File: src/rtl/fp16_normalize_round.sv
// Normalize-and-round stage of the half-precision adder: shifts the raw mantissa
// sum one bit per cycle, then computes round-to-nearest-even for the packing stage.
module fp16_normalize_round #(
    parameter int EXP_W = 5,
    parameter int MAN_W = 10
) (
    input  logic               clk,
    input  logic               rst,
    input  logic               in_valid,
    output logic               in_ready,
    input  logic               sign_in,
    input  logic [EXP_W-1:0]   exp_in,
    input  logic [MAN_W+3:0]   sum_in,
    output logic               out_valid,
    input  logic               out_ready,
    output logic               sign_out,
    output logic [EXP_W-1:0]   exp_out,
    output logic [MAN_W-1:0]   Rm,
    output logic               arround,
    output logic               carry,
    output logic               overflow
);

    localparam int SUM_W      = MAN_W + 4;
    localparam int MAX_SHIFTS = MAN_W + 1;
    localparam int CNT_W      = $clog2(MAX_SHIFTS + 1);
    localparam logic [EXP_W-1:0] EXP_MAX = '1;
    localparam logic [EXP_W-1:0] EXP_ONE = EXP_W'(1);

    typedef enum logic [1:0] {IDLE, ALIGN, ROUND, DONE} state_t;

    state_t             state_reg, state_next;
    logic [SUM_W-1:0]   sum_reg, sum_next;
    logic [EXP_W-1:0]   exp_reg, exp_next;
    logic               sign_reg, sign_next;
    logic [CNT_W-1:0]   shift_cnt_reg, shift_cnt_next;

    logic               sign_out_reg, sign_out_next;
    logic [EXP_W-1:0]   exp_out_reg, exp_out_next;
    logic [MAN_W-1:0]   rm_reg, rm_next;
    logic               arround_reg, arround_next;
    logic               carry_reg, carry_next;
    logic               overflow_reg, overflow_next;

    logic [MAN_W-1:0]   frac;
    logic               round_up;

    assign frac     = sum_reg[MAN_W+1:2];
    // Round to nearest, ties to even: guard set and (sticky set or fraction LSB odd)
    assign round_up = sum_reg[1] & (sum_reg[0] | sum_reg[2]);

    always_comb begin
        state_next     = state_reg;
        sum_next       = sum_reg;
        exp_next       = exp_reg;
        sign_next      = sign_reg;
        shift_cnt_next = shift_cnt_reg;
        sign_out_next  = sign_out_reg;
        exp_out_next   = exp_out_reg;
        rm_next        = rm_reg;
        arround_next   = arround_reg;
        carry_next     = carry_reg;
        overflow_next  = overflow_reg;

        case (state_reg)
            IDLE: begin
                if (in_valid) begin
                    sum_next       = sum_in;
                    exp_next       = exp_in;
                    sign_next      = sign_in;
                    shift_cnt_next = '0;
                    state_next     = ALIGN;
                end
            end
            ALIGN: begin
                if (sum_reg == '0) begin
                    sign_out_next = sign_reg;
                    exp_out_next  = '0;
                    rm_next       = '0;
                    arround_next  = 1'b0;
                    carry_next    = 1'b0;
                    overflow_next = 1'b0;
                    state_next    = DONE;
                end else if (sum_reg[SUM_W-1]) begin
                    // Right shift by one, folding the dropped guard into sticky
                    sum_next   = {1'b0, sum_reg[SUM_W-1:2], sum_reg[1] | sum_reg[0]};
                    exp_next   = (exp_reg == EXP_MAX) ? exp_reg : exp_reg + 1'b1;
                    state_next = ROUND;
                end else if (sum_reg[SUM_W-2] || (exp_reg <= EXP_ONE) ||
                             (shift_cnt_reg == CNT_W'(MAX_SHIFTS))) begin
                    state_next = ROUND;
                end else begin
                    sum_next       = {sum_reg[SUM_W-2:0], 1'b0};
                    exp_next       = exp_reg - 1'b1;
                    shift_cnt_next = shift_cnt_reg + 1'b1;
                end
            end
            ROUND: begin
                sign_out_next = sign_reg;
                if (exp_reg == EXP_MAX) begin
                    exp_out_next  = EXP_MAX;
                    rm_next       = '0;
                    arround_next  = 1'b0;
                    carry_next    = 1'b0;
                    overflow_next = 1'b1;
                end else begin
                    // Hidden bit still clear here means a subnormal result
                    exp_out_next  = sum_reg[SUM_W-2] ? exp_reg : '0;
                    rm_next       = frac;
                    arround_next  = round_up;
                    carry_next    = round_up & (&frac);
                    overflow_next = 1'b0;
                end
                state_next = DONE;
            end
            DONE: begin
                if (out_ready) begin
                    state_next = IDLE;
                end
            end
            default: state_next = IDLE;
        endcase
    end

    always_ff @(posedge clk or posedge rst) begin
        if (rst) begin
            state_reg     <= IDLE;
            sum_reg       <= '0;
            exp_reg       <= '0;
            sign_reg      <= 1'b0;
            shift_cnt_reg <= '0;
            sign_out_reg  <= 1'b0;
            exp_out_reg   <= '0;
            rm_reg        <= '0;
            arround_reg   <= 1'b0;
            carry_reg     <= 1'b0;
            overflow_reg  <= 1'b0;
        end else begin
            state_reg     <= state_next;
            sum_reg       <= sum_next;
            exp_reg       <= exp_next;
            sign_reg      <= sign_next;
            shift_cnt_reg <= shift_cnt_next;
            sign_out_reg  <= sign_out_next;
            exp_out_reg   <= exp_out_next;
            rm_reg        <= rm_next;
            arround_reg   <= arround_next;
            carry_reg     <= carry_next;
            overflow_reg  <= overflow_next;
        end
    end

    assign in_ready  = (state_reg == IDLE);
    assign out_valid = (state_reg == DONE);
    assign sign_out  = sign_out_reg;
    assign exp_out   = exp_out_reg;
    assign Rm        = rm_reg;
    assign arround   = arround_reg;
    assign carry     = carry_reg;
    assign overflow  = overflow_reg;

endmodule

File: config.mk
export PLATFORM = sky130hd
export DESIGN_NAME = fp16_normalize_round
export DESIGN_NICKNAME = d
export VERILOG_FILES = /design/src/rtl/fp16_normalize_round.sv
export SDC_FILE = /design/constraint.sdc
export NUM_CORES = 1
export LEC_CHECK = 0
export ABC_AREA = 1
export CORE_MARGIN = 2
export CORE_UTILIZATION = 54
export CTS_CLUSTER_DIAMETER = 60
export CTS_CLUSTER_SIZE = 14
export DETAILED_ROUTE_END_ITERATION = 16
export PLACE_DENSITY = 0.9
export RECOVER_POWER = 100
export SKIP_LAST_GASP = 1
export SLEW_MARGIN = 20
export SYNTH_ARGS = -nofsm -noshare
export SYNTH_HDL_FRONTEND = slang
export SYNTH_SLANG_ARGS = --single-unit
File: constraint.sdc
create_clock -name clk -period 2.5 [get_ports clk]
set_clock_uncertainty 0.2 [all_clocks]
set_input_delay 0.5 -clock clk [delete_from_list [all_inputs] [get_ports clk]]
set_output_delay 0.5 -clock clk [all_outputs]
set_load 0.02 [all_outputs]
=== Word level (Yosys, flattened, before mapping) ===
Index checks and enable logic that the tools add are counted.
W data, S select, Z words.

* Register bits: 45
* Input port bits: 24
* Output and inout port bits: 21
* Word-level logic and storage cells: 86

* Add/subtract/negate cells: 3
* $lt $le $gt $ge: 1
* Equal/unequal tests: 14
* Muxes and demuxes: 38
* Bitwise gates (word level): 4
* Reduce and logical (&&, ||, !) cells: 14

{| class="wikitable"
|+ Operator list
! kind !! count
|-
| $mux W14 || 4
|-
| $mux W5 || 8
|-
| $pmux W14 S2 || 1
|-
| $mux W10 || 2
|-
| $pmux W10 S2 || 1
|-
| $pmux W5 S2 || 2
|-
| $mux W4 || 4
|-
| $logic_not A14 Y1 || 1
|-
| $mux W2 || 5
|-
| $ne A2 B2 Y1 const B || 5
|-
| $reduce_and A10 Y1 || 1
|-
| $reduce_and A5 Y1 || 2
|-
| $pmux W1 S2 || 4
|-
| $pmux W2 S4 || 1
|-
| $pmux W4 S2 || 1
|-
| $ne A3 B3 Y1 const B || 2
|-
| $reduce_and A3 Y1 || 2
|-
| $add A5 B1 Y5 const B || 1
|-
| $eq A5 B5 Y1 const B || 1
|-
| $le A5 B1 Y1 const B || 1
|-
| $mux W1 || 5
|-
| $sub A5 B1 Y5 const B || 1
|-
| $add A4 B1 Y4 const B || 1
|-
| $eq A2 B2 Y1 const B || 2
|-
| other kinds (11) || 16
|}

=== Depth between registers and ports, before layout ===
* Depth in word-level cells: 7
* Depth in mapped cells: 11
* Mapped depth without buffers: 11

=== Worst setup path before layout ===
Ideal clock, no wire load.

* Path kind: register to register
* From: reg state_reg[0]
* To: reg sum_reg[10]
* Setup time: 74 ps
* Data arrival time: 1,653 ps
* Required time: 2,226 ps
* Setup slack: 573 ps
* Cell stages (with the launch flop): 10
* Path buffers: 1
* Period minus slack after synthesis: 1,927 ps
* Cells stage by stage: dfrtp_1 -> inv_1 -> ha_1 -> inv_1 -> a21oi_2 -> nand2_4 -> nor2_8 -> buf_6 -> nand2_2 -> o21ai_2

* Word-level cells in the longest chain between the ends: 3
* Elaborated cells between the ends (all ways): 8
* Those cells by class: eq/ne: 4; mux: 1; reduce/logical: 3

{| class="wikitable"
|+ RTL lines
! element !! RTL line !! RTL
|-
| start: declaration || 32 || <nowiki>state_t state_reg, state_next;</nowiki>
|-
| start signal: assignment || 139 || <nowiki>state_reg <= state_next;</nowiki>
|-
| $logic_not A2 Y1 * || - ||
|-
| net in_ready || 10 || <nowiki>output logic in_ready,</nowiki>
|-
| $ne A2 B2 Y1 (no source line) or $reduce_bool A2 Y1 (tied branches) || - ||
|-
| $reduce_and A4 Y1 (no source line) || - ||
|-
| end signal: assignment || 140 || <nowiki>sum_reg <= sum_next;</nowiki>
|-
| end: declaration || 33 || <nowiki>logic [SUM_W-1:0] sum_reg, sum_next;</nowiki>
|}

The timed path passes the listed nets; every way through them passes the cells marked *.
A chain may end at the register's enable or synchronous reset.

=== Final worst setup path ===
* From: reg state_reg[0]
* To: out out_valid

* Word-level cells in the longest chain between the ends: 1

{| class="wikitable"
|+ RTL lines
! element !! RTL line !! RTL
|-
| $eq A2 B2 Y1 || 154 || <nowiki>assign out_valid = (state_reg == DONE);</nowiki>
|-
| end: declaration || 14 || <nowiki>output logic out_valid,</nowiki>
|}

Every way passes these cells.

==> metrics.md <==
| Metric | Value |
|---|---|
| Initial Util | `between 50% and 60%` |
| Seq/Total Area, Yosys | `40.9%` |
| Pwr/cell area | `1320 mW/mm^2` |
| Post-placement worst setup slack | `approximately 250 ps` |
| Final Non-Filler Cells | `between 400 and 500` |
| CTS Buf Count | `5` |
| # IOs | `45` |
| Syn_nets | `389` |
| CTS H-tree lvls | `2` |
| Nature of the critical path endpoint | `output port` |
| Crit path from | `state_reg[0]$_DFFE_PP0P_` |
| DR pass1 iterations | `4` |
| Worst-path cell chain | `ha_1 > dlygate4sd3_1` |
| Remaining global-route overflow | `0` |
| Global-route wire length before repair | `between 10 and 15 mm` |
| Slew HR | `between 20% and 30%` |
| Routed length per instance | `approximately 13 um` |
| Placed Cells | `between 400 and 500` |
| Slowest Stage Delay on Critical Path | `around 650 ps` |
| Reg2reg start | `state_reg[1]$_DFFE_PP0P_` |
| Worst-Margin Slew | `about 1100 ps` |
| Min-Delay Startpoint | `Rm[4]$_DFFE_PP0P_` |
| CTS Sinks | `between 40 and 50` |
| Post-synth EDFFs | `0` |
| Post-synth top flop | `dfrtp_1` |
| Post-cts resize count | `0` |
| Fill cells | `approximately 430` |
| Layout area overhead | `18.7%` |
| DIE HEIGHT | `about 75 um` |
| Seq cells post-synth | `45` |
| Die ar. | `~0.0057 sq mm` |
| Iter 0 DRT Violations | `158` |
| Synth top area share | `around two fifths` |
| Status | `complete, no violations` |
| Async set-reset flop share out of synthesis | `100%` |
| Drt drc | `0` |
| Peak supply drop | `0.000897 V` |
| Syn Inst Count | `about 360` |
| Post-CTS Hold Buffers | `0` |
| Buffers on Ports | `between 40 and 50` |
| Most common cell in the netlist | `nand2_1` |
| Fmax | `~430 MHz` |
| Vias post-DR | `approximately 2600` |
| Share of cells above drive strength 1 | `9.25%` |
| Avg Synthesized Cell Area | `a little under 8 sq um` |
| Row Count | `25` |
| Total GRT Usage | `between 20% and 30%` |
| RSZ-0062 raised after global routing | `no` |
| Clock Tree Buf Depth | `2` |
| CP bufs+invs | `1` |
| Area contributors post-synth | `dfrtp_1, nand2_1, nand3_1` |
| Count of final hold-check violations | `0` |
| Final GP Congestion | `approximately 0.85` |
| Synth area leader | `dfrtp_1` |
| CP max stage cell | `dlygate4sd3_1` |
| Commonest cells post-synth | `nand2_1, dfrtp_1, nand3_1` |
| CP Class | `flop to output port` |
| Data arrival time of the worst path | `between 1500 and 2000 ps` |
| Clock transition at the registers of the reported paths | `~90 ps` |
| YS warnings | `0` |
| Period minus WS final | `2310 ps` |
| Worst Hold Class | `flop to flop` |
| Startpoint types | `flop` |
| Worst skew pair latency | `slightly above 300 ps` |
| Synthesized area | `roughly 0.0028 sq mm` |
| Post-route ant nets | `0` |
| Post-Route WL | `around 6.2 mm` |
| Min Hold Slack | `just over 300 ps` |
| Post-CTS Setup Bufs | `0` |
| Nets | `about 430` |
| CTS tree | `done` |
| Vias per cell | `approximately 5.5` |
| Initial antenna violation count | `0` |
| Pin count of the biggest net entering global routing | `46` |
| Fin crit share | `92.2%` |
| Setup TNS | `0 ps` |
| Root Buffer | `clkbuf_8` |
| Setup WS post-layout | `slightly below 200 ps` |
| Pins Over Slew Limit | `0` |
| Static Leakage | `approximately 0.0016 uW` |
| Max cap viols | `0` |
| Core Footprint | `~0.0048 sq mm` |
| Antenna cells | `0` |
| Setup-failing EPs final | `0` |
| Top delay family on crit path | `buffers and inverters` |
| Die X | `roughly 75 um` |
| Critical Path RT | `between 1500 and 2000 ps` |
| Number of global-route vias before repair | `2453` |
| Max FFs per register | `14` |
| Post-synthesis cell type count | `31` |
| Placed wire-length estimate | `between 4 and 5 mm` |
| CP Max Fanout | `4` |
[path summary, 6_finish.rpt]
path                                                     end  slack (ps)  cells after the start
worst max-delay path                               out_valid         190                      2
worst min-delay path                       Rm[4]$_DFFE_PP0P_         310                      2
worst max register to register  shift_cnt_reg[1]$_DFFE_PP0P_         280                      9
worst min register to register             Rm[4]$_DFFE_PP0P_         310                      2
max in group asynchronous            sum_reg[11]$_DFFE_PP0P_         630                      3
min in group asynchronous                  Rm[4]$_DFFE_PP0P_         790                      3
[layout by cell type, fill, tap and decap left out, drive strengths merged]
cell type,synthesis,final
dlygate4sd3,0,21
nand4,8,8
xor2,1,1
a21oi,5,5
clkdlybuf4s50,0,22
inv,32,33
o22ai,1,1
buf,9,6
ha,9,9
xnor2,1,1
o21ai,32,32
a22o,1,1
clkbuf,6,7
nand3,46,46
clkinvlp,0,1
nor4,1,1
nor2,31,31
dfrtp,45,45
a31oi,6,6
o21bai,12,12
nand2,110,110
clkinv,0,1
[layer usage]
metal  global-route usage (%)  share of wire (%)  vias to the layer above
li1                         -                  -                     1251
met3                     3.57                6.1                        9
met2                     39.6                 48                       93
met5                        0                  0                        -
met4                     12.3                1.4                        0
met1                     31.3                 45                     1202
[per-stage QoR]
stage / utilization [%] / area [sq um] / power [uW]
2_1_floorplan: - / 2750 / 3340
3_3_place_gp: 67.1 / 3230 / 3930
3_5_place_dp: 67.1 / 3230 / 4050
4_1_cts: 69.0 / 3320 / 4520
5_1_grt: 67.7 / 3260 / 4710
6_report: 67.7 / 3260 / 4310
[area by class of cell]
type,instances,area (sq um),area share [%]
multi-input cells,264,1360,41.6
flip-flops and latches,45,1130,34.5
repair buffers,51,484,14.8
inverters,32,120,3.68
well taps,67,83.8,2.57
clock buffers,5,68.8,2.11
clock inverters,3,21.3,0.652
[worst min-delay path: stages, from the launching register on]
cell     delay (ps)
dfrtp_1         350
nand3_1          70
nand2_1          60
[report_power, final]
group	internal [uW]	leakage [uW]	switching, uW	total (uW)
logic	904	0.000999	1530	2430
registers	1070	0.000575	339	1410
clock network	199	0.0000445	267	466
total	2170	0.00162	2140	4310
[logic make-up after synthesis]
| logic type | after synthesis | synth area share (%) |
|---|---|---|
| xor+xnor | 2 | 0.637 |
| simple gates | 196 | 32.7 |
| compound gates | 57 | 13.8 |
| flops | 45 | 40.9 |
| fa+ha+maj | 9 | 4.09 |
| buf+inv | 47 | 7.78 |
(Power assumes the default switching activity.)
